===== config.mk =====
export PLATFORM = sky130hd
export DESIGN_NAME = yacc_line_compressor_flat
export DESIGN_NICKNAME = d
export VERILOG_FILES = /design/src/rtl/yacc_pkg.sv /design/src/rtl/yacc_line_compressor_if.sv /design/src/rtl/yacc_zero_tracker.sv /design/src/rtl/yacc_line_compressor.sv /design/src/flat_wrapper.sv
export SDC_FILE = /design/constraint.sdc
export NUM_CORES = 1
export LEC_CHECK = 0
export ABC_CLOCK_PERIOD_IN_PS = 3600
export CORE_MARGIN = 2
export CORE_UTILIZATION = 40
export DETAILED_ROUTE_END_ITERATION = 16
export GPL_TIMING_DRIVEN = 0
export SYNTH_ARGS = -nofsm -noshare
export SYNTH_HDL_FRONTEND = slang
export SYNTH_SLANG_ARGS = --single-unit

===== constraint.sdc =====
create_clock -name clock -period 3.6 [get_ports clock]
set_input_delay 0.72 -clock clock [delete_from_list [all_inputs] [get_ports clock]]
set_output_delay 0.72 -clock clock [all_outputs]
set_load 0.005 [all_outputs]

===== src/rtl/yacc_pkg.sv =====
// Shared types and constants for the YACC fill-path line compressor.
package yacc_pkg;

  localparam int BEAT_W   = 64;
  localparam int LINE_W   = 512;
  localparam int OFFSET_W = 6;
  localparam int BEATS    = LINE_W / BEAT_W;

  typedef enum logic [1:0] {
    CF_NONE    = 2'b00,
    CF_HALF    = 2'b01,
    CF_QUARTER = 2'b10
  } cf_e;

  // FSM encoding kept as plain constants so older tools can consume the package.
  typedef logic [1:0] state_t;
  localparam state_t ST_IDLE = 2'd0;
  localparam state_t ST_FILL = 2'd1;
  localparam state_t ST_EMIT = 2'd2;

endpackage


===== src/rtl/yacc_line_compressor_if.sv =====
// Request, memory-beat and output-line channels of the line compressor.
// All three channels are valid/ready: a transfer happens on a rising clock edge where both are high.
interface yacc_line_compressor_if #(
  parameter int ADDR_W = 32
);
  import yacc_pkg::*;

  logic              req_valid;
  logic [ADDR_W-1:0] req_addr;
  logic              req_ready;

  logic              mem_valid;
  logic [BEAT_W-1:0] mem_data;
  logic              mem_ready;

  logic              out_valid;
  logic              out_ready;
  logic [ADDR_W-1:0] out_addr;
  logic [LINE_W-1:0] out_data;
  cf_e               out_cf;

  modport master (
    output req_valid, req_addr, mem_valid, mem_data, out_ready,
    input  req_ready, mem_ready, out_valid, out_addr, out_data, out_cf
  );

  modport slave (
    input  req_valid, req_addr, mem_valid, mem_data, out_ready,
    output req_ready, mem_ready, out_valid, out_addr, out_data, out_cf
  );

endinterface


===== src/rtl/yacc_zero_tracker.sv =====
// Per-beat nonzero flags for the middle (beats 2-3) and high (beats 4-7) line regions.
// nz_mid exists only when YACC_CF4_EN is defined.
module yacc_zero_tracker
  import yacc_pkg::*;
(
  input  logic              clock,
  input  logic              reset,
  input  logic              clear_i,
  input  logic              accept_i,
  input  logic [BEAT_W-1:0] beat_i,
  input  logic [2:0]        beat_cnt_i,
`ifdef YACC_CF4_EN
  output logic              nz_mid_o,
`endif
  output logic              nz_hi_o
);

  logic beat_nz;
  logic nz_hi_q, nz_hi_d;

  assign beat_nz = |beat_i;

  always_comb begin
    nz_hi_d = nz_hi_q;
    if (clear_i)
      nz_hi_d = 1'b0;
    else if (accept_i && (beat_cnt_i >= 3'd4) && beat_nz)
      nz_hi_d = 1'b1;
  end

  always_ff @(posedge clock) begin
    if (reset) nz_hi_q <= 1'b0;
    else       nz_hi_q <= nz_hi_d;
  end

  assign nz_hi_o = nz_hi_q;

`ifdef YACC_CF4_EN
  logic nz_mid_q, nz_mid_d;

  always_comb begin
    nz_mid_d = nz_mid_q;
    if (clear_i)
      nz_mid_d = 1'b0;
    else if (accept_i && ((beat_cnt_i == 3'd2) || (beat_cnt_i == 3'd3)) && beat_nz)
      nz_mid_d = 1'b1;
  end

  always_ff @(posedge clock) begin
    if (reset) nz_mid_q <= 1'b0;
    else       nz_mid_q <= nz_mid_d;
  end

  assign nz_mid_o = nz_mid_q;
`endif

endmodule


===== src/rtl/yacc_line_compressor.sv =====
// Collects a 512-bit miss line as eight beats, classifies and packs it for the YACC cache.
// YACC_CF4_EN enables the /4 class; without it such lines are emitted as /2.
module yacc_line_compressor
  import yacc_pkg::*;
#(
  parameter int ADDR_W = 32
) (
  input  logic                    clock,
  input  logic                    reset,
  yacc_line_compressor_if.slave   bus,
  output state_t                  dbg_state_o,
  output logic [2:0]              dbg_beat_cnt_o
);

  state_t                   state_q, state_d;
  logic [2:0]               beat_cnt_q, beat_cnt_d;
  logic [ADDR_W-1:0]        out_addr_q, out_addr_d;
  logic [LINE_W-1:0]        out_data_q, out_data_d;
  cf_e                      out_cf_q, out_cf_d;
  logic [LINE_W-BEAT_W-1:0] line_q;

  logic req_fire, beat_fire, last_beat;
  logic nz_hi;
`ifdef YACC_CF4_EN
  logic nz_mid;
`endif

  assign req_fire  = (state_q == ST_IDLE) && bus.req_valid;
  assign beat_fire = (state_q == ST_FILL) && bus.mem_valid;
  assign last_beat = beat_fire && (beat_cnt_q == 3'd7);

  yacc_zero_tracker u_zero_tracker (
    .clock      (clock),
    .reset      (reset),
    .clear_i    (req_fire),
    .accept_i   (beat_fire),
    .beat_i     (bus.mem_data),
    .beat_cnt_i (beat_cnt_q),
`ifdef YACC_CF4_EN
    .nz_mid_o   (nz_mid),
`endif
    .nz_hi_o    (nz_hi)
  );

  // Beat 7 is never buffered: it is merged straight from the bus on its accept cycle.
  logic [LINE_W-1:0] line_full;
  cf_e               cf_cls;
  logic [LINE_W-1:0] line_packed;

  always_comb begin
    line_full = {bus.mem_data, line_q};
    if (nz_hi || (|bus.mem_data))
      cf_cls = CF_NONE;
`ifdef YACC_CF4_EN
    else if (nz_mid)
      cf_cls = CF_HALF;
    else
      cf_cls = CF_QUARTER;
`else
    else
      cf_cls = CF_HALF;
`endif
    case (cf_cls)
      CF_NONE: line_packed = line_full;
      CF_HALF: line_packed = {{(LINE_W/2){1'b0}}, line_full[LINE_W/2-1:0]};
      default: line_packed = {{(LINE_W*3/4){1'b0}}, line_full[LINE_W/4-1:0]};
    endcase
  end

  always_comb begin
    state_d    = state_q;
    beat_cnt_d = beat_cnt_q;
    out_addr_d = out_addr_q;
    out_data_d = out_data_q;
    out_cf_d   = out_cf_q;
    case (state_q)
      ST_IDLE: begin
        if (bus.req_valid) begin
          state_d    = ST_FILL;
          beat_cnt_d = 3'd0;
          out_addr_d = bus.req_addr & ~ADDR_W'((1 << OFFSET_W) - 1);
        end
      end
      ST_FILL: begin
        if (bus.mem_valid) begin
          beat_cnt_d = beat_cnt_q + 3'd1;
          if (last_beat) begin
            state_d    = ST_EMIT;
            out_data_d = line_packed;
            out_cf_d   = cf_cls;
          end
        end
      end
      ST_EMIT: begin
        if (bus.out_ready) state_d = ST_IDLE;
      end
      default: state_d = ST_IDLE;
    endcase
  end

  always_ff @(posedge clock) begin
    if (reset) begin
      state_q    <= ST_IDLE;
      beat_cnt_q <= 3'd0;
      out_addr_q <= '0;
      out_data_q <= '0;
      out_cf_q   <= CF_NONE;
    end else begin
      state_q    <= state_d;
      beat_cnt_q <= beat_cnt_d;
      out_addr_q <= out_addr_d;
      out_data_q <= out_data_d;
      out_cf_q   <= out_cf_d;
    end
  end

  // Line buffer needs no reset: every slot is rewritten before it is read.
  always_ff @(posedge clock) begin
    for (int i = 0; i < BEATS - 1; i++) begin
      if (beat_fire && (beat_cnt_q == 3'(i)))
        line_q[i*BEAT_W +: BEAT_W] <= bus.mem_data;
    end
  end

  assign bus.req_ready = (state_q == ST_IDLE);
  assign bus.mem_ready = (state_q == ST_FILL);
  assign bus.out_valid = (state_q == ST_EMIT);
  assign bus.out_addr  = out_addr_q;
  assign bus.out_data  = out_data_q;
  assign bus.out_cf    = out_cf_q;

  assign dbg_state_o    = state_q;
  assign dbg_beat_cnt_o = beat_cnt_q;

endmodule


===== src/flat_wrapper.sv =====
// flat-port wrapper written by rule: the top's interface ports become plain ports
module yacc_line_compressor_flat import yacc_pkg::*;
#(
  parameter int ADDR_W = 32
)
  (clock, reset, dbg_state_o, dbg_beat_cnt_o, bus_req_valid, bus_req_addr, bus_mem_valid, bus_mem_data, bus_out_ready, bus_req_ready, bus_mem_ready, bus_out_valid, bus_out_addr, bus_out_data, bus_out_cf);
  yacc_line_compressor_if #(.ADDR_W(ADDR_W)) bus_i ();
  input  logic clock;
  input  logic reset;
  output state_t dbg_state_o;
  output logic [2:0] dbg_beat_cnt_o;
  input wire logic [$bits(bus_i.req_valid)-1:0] bus_req_valid;
  input wire logic [$bits(bus_i.req_addr)-1:0] bus_req_addr;
  input wire logic [$bits(bus_i.mem_valid)-1:0] bus_mem_valid;
  input wire logic [$bits(bus_i.mem_data)-1:0] bus_mem_data;
  input wire logic [$bits(bus_i.out_ready)-1:0] bus_out_ready;
  output wire logic [$bits(bus_i.req_ready)-1:0] bus_req_ready;
  output wire logic [$bits(bus_i.mem_ready)-1:0] bus_mem_ready;
  output wire logic [$bits(bus_i.out_valid)-1:0] bus_out_valid;
  output wire logic [$bits(bus_i.out_addr)-1:0] bus_out_addr;
  output wire logic [$bits(bus_i.out_data)-1:0] bus_out_data;
  output wire logic [$bits(bus_i.out_cf)-1:0] bus_out_cf;
  assign bus_i.req_valid = bus_req_valid;
  assign bus_i.req_addr = bus_req_addr;
  assign bus_i.mem_valid = bus_mem_valid;
  assign bus_i.mem_data = bus_mem_data;
  assign bus_i.out_ready = bus_out_ready;
  assign bus_req_ready = bus_i.req_ready;
  assign bus_mem_ready = bus_i.mem_ready;
  assign bus_out_valid = bus_i.out_valid;
  assign bus_out_addr = bus_i.out_addr;
  assign bus_out_data = bus_i.out_data;
  assign bus_out_cf = bus_i.out_cf;
  yacc_line_compressor #(.ADDR_W(ADDR_W)) u_core (.clock(clock), .reset(reset), .bus(bus_i), .dbg_state_o(dbg_state_o), .dbg_beat_cnt_o(dbg_beat_cnt_o));
endmodule

==> impl_results.md, run 1 <==
* Status: completed
* Synth area leader: edfxtp_1
* Avg WL per Cell at 24.4 um
* First drt pass iteration count at 5
* # fillers at around 6,600
* Die Wd at 285 um
* Port bufs at 641
* Tmin final at 3.38 ns
* Initial antenna violation count at 6
* Die ar. at between 80,000 and 90,000 um2
* Flops & latches, synth at ~990
* CTS tree: built
* WL final at 106 mm
* Total congestion overflow at 0
* Post-CTS Resized at 0
* Commonest non-fill, non-tap cell in the layout: nand2_1
* Max-cap violation count at 0
* Netlist cell types at 31
* Top post-synthesis cells by area: edfxtp_1 43%, dfxtp_1 34%, nand2_1 8.3%
* Pwr/cell area at 534 nW/um2
* Total setup buffers inserted after CTS at 0
* Via count at between 20,000 and 25,000
* RSZ-0062 raised after global routing: no
* H-tree levels at 3
* Yosys Warn Count at 0
* Via density at roughly 5.1
* Share of the synthesized area in the top cell type at 42.5%
* Global-route track usage on met1 at a little under a third
* Rel. slew slack at 20.6%
* Setup violators final at 0
* Residual DRC at 0
* Initial Utilization at 40.2%
* Least-Margin Pin Slew at 1.19 ns
* Max FO, Critical Path at 10
* LEAKAGE at 14.4 nW
* Gr usage total at between 20% and 30%
* TritonCTS buffer count at 99
* Clk Latency, worst-skew pair at 0.66 ns
* Routed Antenna Nets at 0
* Asr flop ratio synth at 0%
* Pin count of the biggest net entering global routing at 44
* Iteration-0 DRC Markers at 1,507
* CP Class: input port to flip-flop
* Setup crit start kind: input port
* Layout area overhead at 35.7%
* Dpl hpwl at between 70 and 80 mm
* Clock Sinks at 993
* Worst Skew at 0.0201 ns
* Share of cells above drive strength 1 at 7.79%
* Root cell of the clock tree: clkbuf_16
* Pre-CTS setup slack at -0.579 ns
* GRT busiest layer: met2
* Die span in y at around 290 um
* Vias in the first global route at 21,900
* Crit share post-route at 93.9%
* Post-synth EDFFs at 448
* Sequential-to-total area share from yosys stat at 77.0%
* VDD IR max at roughly 410 uV
* Final hold vios at 0
* Clk buf depth at 3
* Syn Inst Count at 2,459
* First-pass GRT wire length at 151 mm
* Critical Path RT at 4.11 ns
* Area of the mapped netlist at between 30,000 and 40,000 um2
* Setup TNS at 0 ns
* Hold-fix buffers, CTS at 0
* Crit end category: flip-flop
* Met2 global-route usage at 43.7%
* Clk slew on worst S/H paths at 0.06 ns
* Core Footprint at 78,600 um2
* Nets at between 3,000 and 4,000
* Commonest non-fill, non-tap cells in the layout: 696 x nand2_1, 641 x clkdlybuf4s50_1, 545 x dfxtp_1
* Gpl congestion at between 0.8 and 0.9
* WP data arrival at 3.89 ns
* I/O pins at around 660
* Met3 Use GR at 6.53%
* Ys flop type: dfxtp_1
* Max frequency at around 300 MHz
* # rows at slightly above 100
* Max-slew violation count at 0
* Hold Crit Class: flip-flop to flip-flop
* Smallest setup slack after layout at 0.221 ns
* Syn Area/Cell at 12.9 um2
## cell usage after synthesis, drive strengths merged (2+ instances only)
cell    count
nor4       16
o21ai       2
and3        6
dfxtp     545
clkbuf     85
a21oi     350
nand4       4
nor2       11
inv         3
nor2b       2
nand2     697
nor3        2
ha          6
and2        4
buf        80
a22o      192
edfxtp    448
## registers in the layout (all words and copies together) (netlist names)
signal	count
u_core.bus.out_addr	26
u_core.bus.out_cf	1
u_core.bus.out_data	512
u_core.dbg_beat_cnt_o	3
u_core.dbg_state_o	2
u_core.line_q	448
u_core.u_zero_tracker.nz_hi_o	1
## cells by family after synthesis
family          count (synthesis)  share of synthesized area (%)
compound gates                546                           10.9
fa+ha+maj                       6                          0.237
buf+inv                       168                           2.60
flops                         993                           77.0
other cells                     1                         0.0119
simple gates                  745                           9.19
## where the power goes
group	internal, mW	switching, mW	total (mW)
clock network	6.16	4.34	10.5
registers	11.8	0.0206	11.9
logic	0.172	0.398	0.570
## metal layers
layer  wire [um]  vias up
li1            -    10100
met1       42400    10900
met2       52400      874
met3        8370      143
met4        2860        0
met5           0        -
## final timing paths
kind | from | endpoint | slack (ns) | cells past startpoint
worst min-delay path | u_core.bus.out_data[193] | u_core.bus.out_data[193] | 0.45 | 2
worst max-delay path | reset | u_core.bus.out_data[3] | 0.22 | 5
worst max register to register | u_core.dbg_beat_cnt_o[0] | u_core.bus.out_data[382] | 0.94 | 8
worst min register to register | u_core.bus.out_data[193] | u_core.bus.out_data[193] | 0.45 | 2
## metrics by stage
step,hold slack (ns),instances,utilization (%),cell area [um2],total power [mW]
finish,0.452,4349,54.6,42900,22.9
global route,0.463,4348,54.6,42900,23.6
CTS,0.451,4348,54.6,42900,23.1
detailed placement,0.441,4163,50.4,39600,12.7
global placement,0.438,4156,50.1,39400,12.7
floorplan,0.436,2465,-,31700,12.2
## final cells by class
cell class	count	area, um2	share of cell area [%]
flip-flops and latches	993	24400	56.8
well taps	1050	1310	3.06
repair buffers	648	6590	15.3
diodes	1	2.50	0.00583
inverters	3	11.3	0.0262
clock inverters	38	399	0.930
multi-input cells	1304	6500	15.1
clock buffers	147	2940	6.84
plain buffers	165	812	1.89
## worst max-delay path, stage by stage
cell	delay, ns
clkdlybuf4s50_1	0.63
clkbuf_1	0.87
clkbuf_1	0.95
clkbuf_1	0.60
a21oi_1	0.10
Power figures use the tool's default switching activity.
==> run 2: changes to the inputs <==
--- a/config.mk
+++ b/config.mk
@@ -10,6 +10,7 @@
 export CORE_UTILIZATION = 40
 export DETAILED_ROUTE_END_ITERATION = 16
 export GPL_TIMING_DRIVEN = 0
+export SLEW_MARGIN = 40
 export SYNTH_ARGS = -nofsm -noshare
 export SYNTH_HDL_FRONTEND = slang
 export SYNTH_SLANG_ARGS = --single-unit
==> run 2 against run 1 <==
Flip-flop and latch count is the same. Die area is the same. Core utilization grew 0.056 points. Sequential power is essentially flat. Worst hold slack lost 0.00083 ns. Final cell count grew 0.16%. Worst setup slack gained 0.085 ns. Cell area grew 0.10%. Global-route usage shrank 0.098 points. Largest cell class unchanged.
==> impl_results.md, run 2 (synthesis gave the netlist of run 1 again) <==
* Layout area overhead at 35.8%
* H-tree levels at 3 (unchanged)
* Routed Antenna Nets at 0 (unchanged)
* Tmin final at 3.29 ns (-0.0849 ns)
* Clk Latency, worst-skew pair at 0.65 ns (about the same)
* Commonest non-fill, non-tap cells in the layout: 696 x nand2_1, 641 x clkdlybuf4s50_1, 545 x dfxtp_1
* Worst Skew at 0.0261 ns (+0.00602 ns)
* RSZ-0062 raised after global routing: no
* Clock Sinks at 993 (unchanged)
* Least-Margin Pin Slew at 0.779 ns (-0.412 ns)
* Finished Core Util at 54.7% (+0.056 points)
* TritonCTS buffer count at 99 (unchanged)
* Port bufs at 641 (unchanged)
* Worst path bufs/invs at 3 (-1)
* Slowest cell on crit path: nor4_1
* First-pass GRT wire length at 150 mm (-1.0%)
* I/O pins at 655 (unchanged)
* Initial antenna violation count at 5 (-1)
* First drt pass iteration count at 5 (unchanged)
* Status: completed
* LEAKAGE at 14.4 nW (+0.19%)
* Gpl congestion at 0.865 (unchanged)
* Max incr delay on CP at 0.76 ns (-0.19 ns)
* GRT busiest layer: met2
* Crit share post-route at 91.5% (-2.4 points)
* WL final at 105 mm (-0.73%)
* Residual DRC at 0 (unchanged)
* Max-cap violation count at 0 (unchanged)
* Setup violators final at 0 (unchanged)
* Post-CTS Resized at 0 (unchanged)
* Core Footprint at 78,600 um2 (unchanged)
* Iteration-0 DRC Markers at 1,530 (+1.5%)
* Hold Slack at 0.451 ns (-0.000827 ns)
* Pwr/cell area at 531 nW/um2 (-0.49%)
* Die ar. at 81,400 um2 (unchanged)
* Clk buf depth at 3 (unchanged)
* Die Wd at 285 um (unchanged)
* Gr usage total at 25.3% (-0.098 points)
* # rows at 103 (unchanged)
* Commonest non-fill, non-tap cell in the layout: nand2_1
* Critical Path RT at 4.12 ns (about the same)
* Pin count of the biggest net entering global routing at 36 (-18%)
* Max FFs per register at 512 (unchanged)
* Met2 global-route usage at 42.8% (-0.84 points)
* Root cell of the clock tree: clkbuf_16
* Vias in the first global route at 21,800 (-0.53%)
* Total setup buffers inserted after CTS at 0 (unchanged)
* Share of cells above drive strength 1 at 8.14% (+0.35 points)
* Via density at 5.05 (-0.48%)
* CTS tree: built
* Max FO, Critical Path at 10 (unchanged)
* Crit end category: flip-flop
* Final hold vios at 0 (unchanged)
* Die span in y at 285 um (unchanged)
* Initial Utilization at 40.2% (unchanged)
* Met3 Use GR at 6.38% (-0.14 points)
* Total congestion overflow at 0 (unchanged)
* CP Class: input port to flip-flop
* Crit path max-delay family: simple AND/OR/NAND/NOR gates
* Clk slew on worst S/H paths at 0.06 ns (about the same)
* Global-route track usage on met1 at 31.0% (-0.25 points)
* VDD IR max at 415 uV (+1.6%)
* Hold Crit Class: flip-flop to flip-flop
* Via count at 22,000 (-0.32%)
* Max-slew violation count at 0 (unchanged)
* WP data arrival at 3.81 ns (-0.08 ns)
* Max frequency at 304 MHz (+2.6%)
* Critical Path, Cell by Cell: clkdlybuf4s50_1 -> nor4_1 -> nand4_1 -> nor3_2 -> a21boi_2 -> buf_2 -> buf_4 -> a22o_1
* Setup crit start kind: input port
* Avg WL per Cell at 24.2 um (-0.89%)
* Dpl hpwl at 74.6 mm (+0.16%)
* Nets at 3,325 (+0.12%)
* Hold-fix buffers, CTS at 0 (unchanged)
* R2r setup slk at 1.03 ns (+0.09 ns)
* Rel. slew slack at 47.9% (+27 points)
[run 2: path summary, 6_finish.rpt]
path	cells after the start	endpoint	startpoint
max	8	u_core.bus.out_data[350]	bus_mem_data[57]
min	1	u_core.bus.out_data[410]	u_core.line_q[410]
max reg2reg	8	u_core.bus.out_data[362]	u_core.dbg_beat_cnt_o[0]
min reg2reg	1	u_core.bus.out_data[410]	u_core.line_q[410]
[run 2: final cells by class]
cell class | count | area [um2]
Sequential cell | 993 | 24400
Clock buffer | 140 | 2840
Buffer | 165 | 818
Fill cell | 6617 | 35600
Antenna cell | 3 | 7.51
Inverter | 3 | 11.3
Clock inverter | 46 | 474
Multi-Input combinational cell | 1304 | 6510
Timing Repair Buffer | 652 | 6640
Tap cell | 1050 | 1310
[run 2: through the flow]
| stage | cells | instance area, um2 | total power [mW] | worst slack (ns) | TNS [ns] |
|---|---|---|---|---|---|
| after floorplan | 2465 | 31700 | 12.2 | 0.433 | 0 |
| after global placement | 4156 | 39400 | 12.7 | -1.67 | -808.47 |
| after detailed placement | 4167 | 39700 | 12.7 | -0.495 | -76.50 |
| after CTS | 4353 | 43000 | 23.0 | 0.160 | 0 |
| after global routing | 4353 | 43000 | 23.5 | 0.0941 | 0 |
| final | 4356 | 43000 | 22.8 | 0.306 | 0 |
[run 2: where the power goes]
group,switching (mW),internal (mW)
clock network,4.32,6.09
registers,0.0211,11.8
logic,0.397,0.174
total,4.74,18.1
[run 2: per-layer routing]
| metal | part of all wire, % | vias to the layer above |
|---|---|---|
| li1 | - | 10100 |
| met1 | 40 | 10800 |
| met2 | 49 | 849 |
| met3 | 7.6 | 187 |
| met4 | 3.7 | 0 |
| met5 | 0 | - |
==> run 3: changes to the inputs <==
--- a/config.mk
+++ b/config.mk
@@ -13,4 +13,5 @@
 export SLEW_MARGIN = 40
 export SYNTH_ARGS = -nofsm -noshare
 export SYNTH_HDL_FRONTEND = slang
+export SYNTH_HIERARCHICAL = 1
 export SYNTH_SLANG_ARGS = --single-unit
==> run 3 against run 2 <==
Critical path depth down 1. Cell area grew 5.2%. Combinational power increased by 6.3%. Area after synthesis grew 6.4%. Clock skew is 0.0049 ns higher. Flip-flop and latch count is the same. Die area is 6.3% higher. Routed wire length grew 14%. Global-route usage rose by 1.7 points. Count of clock-buffer cells in the layout increased by 11. Total power rose by 1.7%. Critical path type unchanged. Critical endpoint is now u_core/bus.out_data[314]. Largest cell class unchanged. Largest power group unchanged.
==> impl_results.md, run 3 <==
* Initial Utilization at 40.4% (+0.11 points)
* I/O pins at 655 (unchanged)
* CP Class: input port to flip-flop
* Setup crit start kind: input port
* Clk slew on worst S/H paths at 0.06 ns (about the same)
* Synth area leader: edfxtp_1
* Layout area overhead at 34.2%
* Nets at 3,580 (+7.7%)
* Die ar. at 86,500 um2 (+6.3%)
* Least-Margin Pin Slew at 0.900 ns (+0.121 ns)
* Cell with the most instances after synthesis: nand2_1
* Max-slew violation count at 0 (unchanged)
* Asr flop ratio synth at 0% (unchanged)
* CTS tree: built
* Post-synth EDFFs at 448 (unchanged)
* Post-synth top cells: 696 x nand2_1, 545 x dfxtp_1, 448 x edfxtp_1
* Status: completed
* Final Instance Area at 45,200 um2 (+5.2%)
* Hold Crit Class: flip-flop to flip-flop
* Worst Skew at 0.0310 ns (+0.00493 ns)
* TritonCTS buffer count at 102 (+3.0%)
* Clock Sinks at 993 (unchanged)
* VDD IR max at 385 uV (-7.2%)
* Critical Path Sink: u_core/bus.out_data[314]
* Pin count of the biggest net entering global routing at 38 (+5.6%)
* Max FFs per register at 512 (unchanged)
* Clk buf depth at 3 (unchanged)
* Total congestion overflow at 0 (unchanged)
* Top post-synthesis cells by area: edfxtp_1 40%, dfxtp_1 32%, nand2_1 7.8%
* Crit end category: flip-flop
* Avg WL per Cell at 25.8 um (+6.6%)
* Via count at 24,400 (+11%)
* Max frequency at 285 MHz (-6.2%)
* Slowest cell on crit path: clkdlybuf4s50_1
* Commonest non-fill, non-tap cell in the layout: nand2_1
* Pwr/cell area at 514 nW/um2 (-3.3%)
* Finished Core Util at 54.2% (-0.49 points)
* Dpl hpwl at 84.3 mm (+13%)
* Area of the mapped netlist at 33,700 um2 (+6.4%)
* Hold-fix buffers, CTS at 0 (unchanged)
* WP data arrival at 4.02 ns (+0.21 ns)
* Share of the synthesized area in the top cell type at 40.0% (-2.6 points)
* Setup violators final at 0 (unchanged)
* Iteration-0 DRC Markers at 1,795 (+17%)
* Setup TNS at 0 ns (unchanged)
* Gpl congestion at 0.873 (+0.88%)
* Flops & latches, synth at 993 (unchanged)
* Hold Slack at 0.453 ns (+0.00174 ns)
* Core Footprint at 83,400 um2 (+6.1%)
* Max FO, Critical Path at 10 (unchanged)
* Yosys Warn Count at 6 (+6)
* Final hold vios at 0 (unchanged)
* Routed Antenna Nets at 0 (unchanged)
* WL final at 120 mm (+14%)
* Sequential-to-total area share from yosys stat at 72.4% (-4.6 points)
* Syn Inst Count at 2,712 (+10%)
* Vias in the first global route at 24,000 (+10%)
* Most used cell, CP: buf_2
* H-tree levels at 3 (unchanged)
* Syn Area/Cell at 12.4 um2 (-3.5%)
* Area after DPL at 41,700 um2 (+5.2%)
* Total setup buffers inserted after CTS at 0 (unchanged)
* Power Total at 23.2 mW (+1.7%)
* # rows at 106 (+2.9%)
* Residual DRC at 0 (unchanged)
* Commonest non-fill, non-tap cells in the layout: 696 x nand2_1, 638 x clkdlybuf4s50_1, 545 x dfxtp_1
* Die Wd at 294 um (+3.1%)
* RSZ-0062 raised after global routing: no
* Max incr delay on CP at 0.70 ns (-0.06 ns)
* # fillers at 7,134 (+7.8%)
* Rel. slew slack at 39.9% (-8.0 points)
* Root cell of the clock tree: clkbuf_16
* R2r setup slk at 0.73 ns (-0.30 ns)
* Critical Path, Cell by Cell: clkdlybuf4s50_1 -> nor4_1 -> nand3_1 -> nor4_2 -> buf_2 -> buf_2 -> a211oi_1
* First-pass GRT wire length at 168 mm (+13%)
* Crit share post-route at 97.6% (+6.1 points)
* Max-cap violation count at 0 (unchanged)
* First drt pass iteration count at 7 (+2)
* CP Launch Point: bus_mem_data[48]
* Share of cells above drive strength 1 at 8.56% (+0.42 points)
* Critical R2R Capture: u_core/bus.out_data[314]
* Worst r2r path cells at 7 (-1)
* LEAKAGE at 14.3 nW (-1.2%)
* Gr usage total at 26.9% (+1.7 points)
* Clk Latency, worst-skew pair at 0.66 ns (about the same)
* Die span in y at 294 um (+3.1%)
* Ys flop type: dfxtp_1
* Via density at 5.27 (+4.3%)
* Port bufs at 641 (unchanged)
* Initial antenna violation count at 4 (-1)
* Worst reg2reg startpoint: u_core/dbg_state_o[1]
* Critical Path RT at 4.10 ns (-0.02 ns)
* Netlist cell types at 33 (+6.5%)
* Tmin final at 3.51 ns (+0.218 ns)
==> run 3: changes by cell type in the layout (fill, tap and decap cells not counted), moves of 23 or more <==
| cell | delta |
|---|---|
| a211oi_1 | +191 |
| a22o_1 | -192 |
| buf_2 | +23 |
| clkbuf_1 | +25 |
| mux2i_1 | +191 |
==> run 3: cells by family (layout without fill, tap and decap cells) <==
group,after synthesis,in the layout,share of synthesized area [%]
fa+ha+maj,6,6,0.223
buf+inv,213,1057,3.16
flops,993,993,72.4
mux,191,191,5.68
simple gates,763,763,9.00
other cells,1,8,0.0111
compound gates,545,545,9.55
==> run 3: timing repair <==
| item | CTS | global route |
|---|---|---|
| gates resized for setup | 1 | 2 |
| cloned | 0 | 0 |
| endpoints found under the setup margin | 18 | 20 |
==> run 3: how the worst min path moves through the flow <==
stage	startpoint	end	slack [ns]	depth (start not counted)
floorplan	u_core/u_zero_tracker/nz_hi_o	u_core/u_zero_tracker/nz_hi_o	0.43	2
global placement	u_core/u_zero_tracker/nz_hi_o	u_core/u_zero_tracker/nz_hi_o	0.44	2
detailed placement	u_core/bus.out_data[185]	u_core/bus.out_data[185]	0.45	2
CTS	u_core/bus.out_data[185]	u_core/bus.out_data[185]	0.45	2
global route	u_core/bus.out_data[507]	u_core/bus.out_data[507]	0.47	2
finish	u_core/bus.out_data[212]	u_core/bus.out_data[212]	0.45	2
==> run 3: per-stage QoR <==
step           std cells  worst slack (ns)
2_1_floorplan       2718             0.430
3_3_place_gp        4439             -1.55
3_5_place_dp        4449            -0.731
4_1_cts             4642             0.121
5_1_grt             4642            0.0393
6_report            4643            0.0878
==> run 3: cell type report <==
type	count	area (um2)	area share, %
inverter	6	22.5	0.0498
clock inverter	42	444	0.983
tap	1080	1350	2.99
sequential	993	24400	53.9
clock buffer	151	3020	6.69
timing repair buffer	651	6620	14.6
antenna	1	2.50	0.00554
buffer	207	1050	2.33
multi-input combinational	1512	8310	18.4
==> run 3: where the power goes <==
part | total [mW] | internal [mW] | switching (mW)
Combinational | 0.607 | 0.171 | 0.436
Sequential | 11.9 | 11.8 | 0.0209
Clock | 10.8 | 6.28 | 4.48
==> run 3: routing by layer <==
| layer | GRT usage (%) | part of all wire [%] | vias up |
|---|---|---|---|
| li1 | - | - | 11100 |
| met1 | 33.7 | 40 | 12200 |
| met2 | 45.4 | 49 | 947 |
| met3 | 6.64 | 8.1 | 178 |
| met4 | 9.21 | 3.2 | 2 |
| met5 | 0 | 0.0092 | - |
==> run 3: critical path: cells and delay by family <==
family | cells | cell delay (ns)
buf+inv | 3 | 1.63
simple gates | 3 | 1.45
compound gates | 1 | 0.15
